## config.mk

```make
export PLATFORM = sky130hd
export DESIGN_NAME = seq_alu_flat
export DESIGN_NICKNAME = d
export VERILOG_FILES = /design/src/rtl/seq_alu_if.sv /design/src/rtl/seq_alu.sv /design/src/flat_wrapper.sv
export SDC_FILE = /design/constraint.sdc
export NUM_CORES = 1
export LEC_CHECK = 0
export CAP_MARGIN = 10
export CORE_MARGIN = 2
export CORE_UTILIZATION = 45
export DETAILED_ROUTE_END_ITERATION = 6
export PLACE_DENSITY = 0.69
export SLEW_MARGIN = 30
export SYNTH_ARGS = -nofsm -noshare
export SYNTH_HDL_FRONTEND = slang
export SYNTH_SLANG_ARGS = --single-unit
```

## constraint.sdc

```tcl
create_clock -name clk -period 2.4 [get_ports clk]
set_input_delay 0.6 -clock clk [delete_from_list [all_inputs] [get_ports clk]]
set_output_delay 0.6 -clock clk [all_outputs]
set_load 0.05 [all_outputs]
```

## src/rtl/seq_alu_if.sv

```systemverilog
// Operand/control/result bundle for seq_alu; the bench drives through the master
// modport and the ALU attaches through the slave modport.
interface seq_alu_if #(
  parameter int W = 4
);
  logic [W-1:0]   din;
  logic           ld_a;
  logic           ld_b;
  logic [2:0]     op;
  logic           start;
  logic           busy;
  logic           done;
  logic [2*W-1:0] y;
  logic           err;

  modport master (
    output din, ld_a, ld_b, op, start,
    input  busy, done, y, err
  );

  modport slave (
    input  din, ld_a, ld_b, op, start,
    output busy, done, y, err
  );
endinterface

```

## src/rtl/seq_alu.sv

```systemverilog
// Sequential ALU: single-cycle CMP/ADD/SUB, W-cycle shift-add MUL and restoring DIV.
// Divider is built only when SEQ_ALU_DIV_EN is defined; otherwise op 4 is reserved.
module seq_alu #(
  parameter int W = 4
) (
  input logic        clk,
  input logic        rst,
  seq_alu_if.slave   bus
);

  localparam int CW = $clog2(W) + 1;

  typedef enum logic [1:0] {IDLE, RUN, FIN} state_t;
  typedef enum logic [2:0] {OP_CMP, OP_ADD, OP_SUB, OP_MUL, OP_DIV} opcode_t;

  state_t         state, nextState;
  logic [W-1:0]   regA, regB;
  logic [W-1:0]   accHi, accLo;
  logic [CW-1:0]  cnt;
  logic [2*W-1:0] yReg;
  logic           errReg;
  logic           isMulti;
  logic           lastIter;

  logic [W:0]     mulSum;
  logic [W-1:0]   mulHiN, mulLoN;

`ifdef SEQ_ALU_DIV_EN
  logic           runDiv;
  logic [W:0]     divShift, divDiff;
  logic           divFits;
  logic [W-1:0]   remN, quoN;
`endif

`ifdef SEQ_ALU_DIV_EN
  assign isMulti = (bus.op == OP_MUL) || (bus.op == OP_DIV);
`else
  assign isMulti = (bus.op == OP_MUL);
`endif

  assign lastIter = (cnt == CW'(W - 1));

  // MUL: accHi holds the running partial product, accLo the unconsumed multiplier bits
  assign mulSum = {1'b0, accHi} + (accLo[0] ? {1'b0, regA} : '0);
  assign mulHiN = mulSum[W:1];
  assign mulLoN = {mulSum[0], accLo[W-1:1]};

`ifdef SEQ_ALU_DIV_EN
  // DIV: accHi is the partial remainder, accLo shifts dividend out and quotient in
  assign divShift = {accHi, accLo[W-1]};
  assign divDiff  = divShift - {1'b0, regB};
  assign divFits  = (divShift >= {1'b0, regB});
  assign remN     = divFits ? divDiff[W-1:0] : divShift[W-1:0];
  assign quoN     = {accLo[W-2:0], divFits};
`endif

  always_ff @(posedge clk) begin
    if (rst) state <= IDLE;
    else     state <= nextState;
  end

  always_comb begin
    nextState = state;
    bus.busy  = 1'b0;
    bus.done  = 1'b0;
    case (state)
      IDLE: begin
        if (bus.start) nextState = isMulti ? RUN : FIN;
      end
      RUN: begin
        bus.busy = 1'b1;
        if (lastIter) nextState = FIN;
      end
      FIN: begin
        bus.busy  = 1'b1;
        bus.done  = 1'b1;
        nextState = IDLE;
      end
      default: nextState = IDLE;
    endcase
  end

  assign bus.y   = yReg;
  assign bus.err = errReg;

  always_ff @(posedge clk) begin
    if (rst) begin
      regA   <= '0;
      regB   <= '0;
      accHi  <= '0;
      accLo  <= '0;
      cnt    <= '0;
      yReg   <= '0;
      errReg <= 1'b0;
`ifdef SEQ_ALU_DIV_EN
      runDiv <= 1'b0;
`endif
    end else begin
      case (state)
        IDLE: begin
          if (bus.ld_a) regA <= bus.din;
          if (bus.ld_b) regB <= bus.din;
          if (bus.start) begin
            cnt <= '0;
            case (bus.op)
              OP_CMP: begin
                if (regA == regB)     yReg <= '0;
                else if (regA > regB) yReg <= (2*W)'(1);
                else                  yReg <= (2*W)'(2);
                errReg <= 1'b0;
              end
              OP_ADD: begin
                yReg   <= (2*W)'(regA) + (2*W)'(regB);
                errReg <= 1'b0;
              end
              OP_SUB: begin
                yReg   <= (2*W)'(regA) - (2*W)'(regB);
                errReg <= 1'b0;
              end
              OP_MUL: begin
                accHi  <= '0;
                accLo  <= regB;
`ifdef SEQ_ALU_DIV_EN
                runDiv <= 1'b0;
`endif
              end
`ifdef SEQ_ALU_DIV_EN
              OP_DIV: begin
                accHi  <= '0;
                accLo  <= regA;
                runDiv <= 1'b1;
              end
`endif
              default: begin
                yReg   <= '0;
                errReg <= 1'b1;
              end
            endcase
          end
        end
        RUN: begin
          cnt <= cnt + 1'b1;
`ifdef SEQ_ALU_DIV_EN
          if (runDiv) begin
            accHi <= remN;
            accLo <= quoN;
            if (lastIter) begin
              yReg   <= {remN, quoN};
              errReg <= (regB == '0);
            end
          end else begin
`else
          begin
`endif
            accHi <= mulHiN;
            accLo <= mulLoN;
            if (lastIter) begin
              yReg   <= {mulHiN, mulLoN};
              errReg <= 1'b0;
            end
          end
        end
        default: ;
      endcase
    end
  end

endmodule

```

## src/flat_wrapper.sv

```systemverilog
// flat-port wrapper written by rule: the top's interface ports become plain ports
module seq_alu_flat 
#(
  parameter int W = 4
)
  (clk, rst, bus_din, bus_ld_a, bus_ld_b, bus_op, bus_start, bus_busy, bus_done, bus_y, bus_err);
  seq_alu_if #(.W(W)) bus_i ();
  input logic clk;
  input logic rst;
  input wire logic [$bits(bus_i.din)-1:0] bus_din;
  input wire logic [$bits(bus_i.ld_a)-1:0] bus_ld_a;
  input wire logic [$bits(bus_i.ld_b)-1:0] bus_ld_b;
  input wire logic [$bits(bus_i.op)-1:0] bus_op;
  input wire logic [$bits(bus_i.start)-1:0] bus_start;
  output wire logic [$bits(bus_i.busy)-1:0] bus_busy;
  output wire logic [$bits(bus_i.done)-1:0] bus_done;
  output wire logic [$bits(bus_i.y)-1:0] bus_y;
  output wire logic [$bits(bus_i.err)-1:0] bus_err;
  assign bus_i.din = bus_din;
  assign bus_i.ld_a = bus_ld_a;
  assign bus_i.ld_b = bus_ld_b;
  assign bus_i.op = bus_op;
  assign bus_i.start = bus_start;
  assign bus_busy = bus_i.busy;
  assign bus_done = bus_i.done;
  assign bus_y = bus_i.y;
  assign bus_err = bus_i.err;
  seq_alu #(.W(W)) u_core (.clk(clk), .rst(rst), .bus(bus_i));
endmodule
```

==> results of run 1 <==
==> per-stage QoR <==
step,worst slack [ns],utilization,hold slack (ns),area [um2],cells
floorplan,0.516,-,0.436,1870,218
global placement,0.0964,0.539,0.451,2160,288
detailed placement,0.0719,0.539,0.454,2160,288
CTS,0.178,0.558,0.462,2230,295
global route,0.126,0.558,0.504,2230,295
finish,0.185,0.558,0.463,2230,295
==> worst min-delay path, delay by kind of cell, from the launching register on <==
family	cells	cell delay [ns]
compound gates	1	0.05
flops	1	0.31
simple gates	1	0.05
==> layer usage <==
layer | up-vias | wire length [um]
li1 | 828 | -
met1 | 696 | 1920
met2 | 31 | 1700
met3 | 6 | 143
met4 | 0 | 51
met5 | - | 0
==> registers in the layout, summed over array words and instances (netlist names) <==
| signal | cells |
|---|---|
| u_core.regB | 4 |
| u_core.cnt | 3 |
| u_core.accLo | 4 |
| u_core.bus.y | 8 |
| u_core.accHi | 4 |
| u_core.state | 2 |
| u_core.bus.err | 1 |
| u_core.regA | 4 |
==> path summary, 6_finish.rpt <==
path	depth (start not counted)	startpoint	end	slack (ns)
hold / removal	2	u_core.accHi[3]$_SDFFE_PP0P_	u_core.accHi[3]$_SDFFE_PP0P_	0.46
setup / recovery	3	u_core.state[0]$_SDFFE_PP0P_	bus_done	0.18
setup reg to reg	7	u_core.regB[0]$_SDFFE_PP0P_	u_core.bus.y[4]$_SDFFE_PP0P_	0.31
hold reg to reg	2	u_core.accHi[3]$_SDFFE_PP0P_	u_core.accHi[3]$_SDFFE_PP0P_	0.46
==> cell families after synthesis <==
| group | Yosys count | share of synthesized area |
|---|---|---|
| adders and majority gates | 20 | 0.146 |
| buffers and inverters | 28 | 0.0624 |
| muxes | 8 | 0.0443 |
| xor gates and xnor gates | 3 | 0.0141 |
| DFF | 30 | 0.322 |
| and+or+nand+nor | 76 | 0.207 |
| AOI/OAI and AO/OA | 53 | 0.204 |
==> report_power, final <==
part | switching, mW | internal [mW]
sequential | 0.0246 | 0.530
clock | 0.177 | 0.199
combinational | 0.209 | 0.139
total | 0.411 | 0.869
==> cell type report <==
class | instances | area (um2)
Fill cell | 375 | 1770
Multi-Input combinational cell | 160 | 1150
Sequential cell | 30 | 601
Timing Repair Buffer | 30 | 278
Clock buffer | 7 | 76.3
Inverter | 18 | 67.6
Tap cell | 50 | 62.6
==> cells in the final DEF, fill, tap and decap left out, types with 2 or more instances in the layout <==
cell type	instances
a211oi_1	11
a21o_1	2
a21oi_1	17
a22oi_1	2
a311oi_1	3
a311oi_2	2
and2_1	4
and3b_1	2
buf_4	9
clkbuf_1	2
clkbuf_8	5
clkdlybuf4s50_1	21
dfxtp_1	30
fa_1	3
ha_1	17
inv_1	18
mux2_2	2
mux2i_1	6
nand2_1	19
nand2b_1	8
nand3_1	8
nor2_1	21
nor2b_1	3
o21a_1	3
o21ai_0	2
o22ai_1	2
xnor2_1	2
==> flow_metrics.env, run 1 <==
export IMPL_fin_nets=277
export IMPL_yosys_warnings=0
export IMPL_antenna_found_initial=0
export IMPL_holdBufCountCts=0
export IMPL_pin_count=23
export IMPL_cts_htree_levels=2
export IMPL_row_count=23
export IMPL_ys_ff_latch=30
export IMPL_synth_area_leaders="dfxtp_1 (32%), ha_1 (11%), a21oi_1 (4.6%)"
export IMPL_crit_required_ns=1.80
export IMPL_grt_max_degree=24
export IMPL_cts_max_path_buffers=2
export IMPL_die_h_um=68.4
export IMPL_synth_top_flop_cell="dfxtp_1"
export IMPL_crit_family="buffers and inverters"
export IMPL_async_reset_ff_frac=0
export IMPL_antennaDiodeCount=0
export IMPL_grtUsageMet1=0.261
export IMPL_worst_pin_slew_ns=0.492
export IMPL_synth_distinct_cells=47
export IMPL_gp_congestion=0.834
export IMPL_rsz0062_at_grt="false"
export IMPL_cts_tree="built"
export IMPL_yosysMostFrequentCell="dfxtp_1"
export IMPL_numCtsBuffers=5
export IMPL_synth_top_cell_area_share=0.322
export IMPL_critPathArrivalTime_ns=1.62
export IMPL_syn_area_per_cell_um2=8.56
export IMPL_synthCells=218
export IMPL_final_antenna_net_count=0
export IMPL_top_usage_layer="met2"
export IMPL_use_met3=0.0493
export IMPL_p_leak_nw=0.866
export IMPL_layout_drive_gt1_share=0.0898
export IMPL_grtUsageMet2=0.304
export IMPL_ir_drop_mv=0.407
export IMPL_post_route_min_period_ns=2.22
export IMPL_drv_cap=0
export IMPL_endpoint_kind="primary output"
export IMPL_vias=1561
export IMPL_clk_latency_ns=0.28
export IMPL_final_max_slew_viol_count=0
export IMPL_path_buf_inv=2
export IMPL_cp_slowest_cell="clkdlybuf4s50_1"
export IMPL_crit_chain="inv_1 -> ha_1 -> clkdlybuf4s50_1"
export IMPL_grt_usage=0.195
export IMPL_avgViaCountPerCell=5.29
export IMPL_period_share=0.923
export IMPL_slowest_delay_ns=0.79
export IMPL_cts_resized=0
export IMPL_grt_first_pass_wirelength_um=6690
export IMPL_cts_sinks=30
export IMPL_core_area_um2=4000
export IMPL_dr_pass1_iters=4
export IMPL_crit_type="flip-flop to primary output"
export IMPL_setup_tns_ns=0
export IMPL_p_total_mw=1.28
export IMPL_synth_top_cell_by_area="dfxtp_1"
export IMPL_synth_commonest_cells="dfxtp_1 (30), nor2_1 (21), nand2_1 (19)"
export IMPL_post_cts_buffers=0
export IMPL_die_area_um2=4680
export IMPL_start_kind="flip-flop"
export IMPL_initial_core_util=0.466
export IMPL_syn_nets=250
export IMPL_slew_headroom=0.671
export IMPL_drt_total_wl_um=3820
export IMPL_areaGrowthSynthToFinish_pct=19.7
export IMPL_drc_errors=0
export IMPL_hp_class="flip-flop to flip-flop"
export IMPL_ys_seq_area_frac=0.322
export IMPL_fmax_mhz=451
export IMPL_synth_edff_count=0
export IMPL_wl_per_cell_um=12.9
export IMPL_die_width_um=68.4
export IMPL_port_buffers=22
export IMPL_crit_fanout=3
export IMPL_dpl_hpwl_um=3020
export IMPL_status="complete, no violations"
export IMPL_grt_pass1_vias=1475
export IMPL_synth_area_um2=1870
export IMPL_setup_viol=0
export IMPL_grt_overflow=0
export IMPL_cts_root_buf="clkbuf_8"
export IMPL_final_setup_skew_ns=0.00177
export IMPL_power_density_nw_per_um2=573
export IMPL_clkTransAtPathRegs_ns=0.06
export IMPL_finalHoldViolCount=0
export IMPL_dr_first_iter_drc_count=57
No activity file was read; power rests on OpenSTA's default activity.
==> run 2: changes to the inputs <==
--- a/config.mk
+++ b/config.mk
@@ -9,6 +9,7 @@
 export CORE_MARGIN = 2
 export CORE_UTILIZATION = 45
 export DETAILED_ROUTE_END_ITERATION = 6
+export MAX_ROUTING_LAYER = met4
 export PLACE_DENSITY = 0.69
 export SLEW_MARGIN = 30
 export SYNTH_ARGS = -nofsm -noshare
==> flow_metrics.env, run 2 (same netlist as run 1, synthesis figures left out) <==
export IMPL_status="complete, no violations"
export IMPL_grt_first_pass_wirelength_um=6690
export IMPL_endpoint_kind="primary output"
export IMPL_period_share=0.922
export IMPL_crit_chain="inv_1 -> ha_1 -> clkdlybuf4s50_1"
export IMPL_drc_errors=0
export IMPL_layout_common_cells="dfxtp_1 (30), nor2_1 (21), clkdlybuf4s50_1 (21)"
export IMPL_finalHoldViolCount=0
export IMPL_post_cts_buffers=0
export IMPL_placed_cells=288
export IMPL_antennaDiodeCount=0
export IMPL_vias=1559
export IMPL_power_density_nw_per_um2=572
export IMPL_start_kind="flip-flop"
export IMPL_cts_tree="built"
export IMPL_cts_resized=0
export IMPL_pin_count=23
export IMPL_rsz0062_at_grt="false"
export IMPL_largest_reg_flops=8
export IMPL_multi_input_comb_area_um2=1150
export IMPL_dr_first_iter_drc_count=70
export IMPL_die_h_um=68.4
export IMPL_cts_htree_levels=2
export IMPL_areaGrowthSynthToFinish_pct=19.7
export IMPL_core_area_um2=4000
export IMPL_post_route_min_period_ns=2.21
export IMPL_drv_cap=0
export IMPL_wl_per_cell_um=13.0
export IMPL_slew_headroom=0.671
export IMPL_r2r_start="u_core.regB[0]$_SDFFE_PP0P_"
export IMPL_antenna_found_initial=0
export IMPL_fin_nets=277
export IMPL_row_count=23
export IMPL_grt_max_degree=24
export IMPL_drt_total_wl_um=3820
export IMPL_numCtsBuffers=5
export IMPL_critPathArrivalTime_ns=1.61
export IMPL_min_from="u_core.accHi[3]$_SDFFE_PP0P_"
export IMPL_slowest_delay_ns=0.79
export IMPL_crit_fanout=3
export IMPL_port_buffers=22
export IMPL_dr_pass1_iters=4
export IMPL_worst_pin_slew_ns=0.492
export IMPL_crit_type="flip-flop to primary output"
export IMPL_p_leak_nw=0.866
export IMPL_clkTransAtPathRegs_ns=0.06
export IMPL_final_max_slew_viol_count=0
export IMPL_cp_slowest_cell="clkdlybuf4s50_1"
export IMPL_holdBufCountCts=0
export IMPL_ir_drop_mv=0.408
export IMPL_cts_root_buf="clkbuf_8"
export IMPL_avgViaCountPerCell=5.28
export IMPL_final_setup_skew_ns=0.00187
export IMPL_cts_sinks=30
export IMPL_crit_required_ns=1.80
export IMPL_dpl_hpwl_um=3020
export IMPL_nFillCells=375
export IMPL_grt_usage=0.201
export IMPL_gp_congestion=0.847
export IMPL_final_common_cell="dfxtp_1"
export IMPL_grt_pass1_vias=1474
export IMPL_final_antenna_net_count=0
export IMPL_crit_start="u_core.state[0]$_SDFFE_PP0P_"
export IMPL_hp_class="flip-flop to flip-flop"
export IMPL_seqCellArea_um2=601
export IMPL_layout_drive_gt1_share=0.0898
export IMPL_setup_viol=0
export IMPL_cts_max_path_buffers=2
export IMPL_fmax_mhz=452
export IMPL_die_area_um2=4680
export IMPL_grt_overflow=0
export IMPL_final_cells=295
export IMPL_setup_tns_ns=0
export IMPL_initial_core_util=0.466
export IMPL_clk_latency_ns=0.28
export IMPL_die_width_um=68.4
-- run 2: metrics by stage --
stage / setup WS (ns) / instance area, um2 / hold WS [ns] / power, mW / util
after floorplan: 0.516 / 1870 / 0.436 / 0.806 / -
after global placement: 0.0964 / 2160 / 0.451 / 0.917 / 0.539
after detailed placement: 0.0719 / 2160 / 0.454 / 0.917 / 0.539
after CTS: 0.178 / 2230 / 0.462 / 1.29 / 0.558
after global routing: 0.127 / 2230 / 0.504 / 1.36 / 0.558
final: 0.186 / 2230 / 0.463 / 1.28 / 0.558
-- run 2: area by class of cell --
| cell class | count | share of cell area |
|---|---|---|
| flip-flops and latches | 30 | 0.269 |
| clock buffers | 7 | 0.0342 |
| multi-input cells | 160 | 0.514 |
| well taps | 50 | 0.0280 |
| inverters | 18 | 0.0303 |
| repair buffers | 30 | 0.124 |
-- run 2: worst max-delay path: cells and delay by family (launching register included) --
family                     cells  cell delay, ns
adders and majority gates      1            0.14
buffers and inverters          2            0.87
DFF                            1            0.32
-- run 2: metal layers --
metal | share of wire | wire length (um) | global-route usage
met1 | 0.51 | 1930 | 0.261
met2 | 0.45 | 1720 | 0.304
met3 | 0.034 | 129 | 0.0493
met4 | 0.0099 | 38 | 0.0675
met5 | 0 | 0 | -
-- run 2: power breakdown --
part / internal [mW] / switching (mW) / total [mW] / leakage [nW]
Sequential: 0.530 / 0.0246 / 0.555 / 0.245
Clock: 0.199 / 0.176 / 0.375 / 0.0383
Combinational: 0.139 / 0.210 / 0.349 / 0.583
Total: 0.869 / 0.410 / 1.28 / 0.866
-- run 2: worst paths after layout --
check,endpoint,slack (ns),cells past startpoint
setup / recovery,bus_done,0.19,3
hold reg to reg,u_core.accHi[3]$_SDFFE_PP0P_,0.46,2
setup reg to reg,u_core.bus.y[4]$_SDFFE_PP0P_,0.31,7
hold / removal,u_core.accHi[3]$_SDFFE_PP0P_,0.46,2
==> run 3: changes to the inputs <==
--- a/config.mk
+++ b/config.mk
@@ -8,6 +8,7 @@
 export CAP_MARGIN = 10
 export CORE_MARGIN = 2
 export CORE_UTILIZATION = 45
+export CTS_CLUSTER_DIAMETER = 120
 export DETAILED_ROUTE_END_ITERATION = 6
 export MAX_ROUTING_LAYER = met4
 export PLACE_DENSITY = 0.69
==> results of run 3 <==
No change in the layout: final DEF, timing and power equal those of run 2.
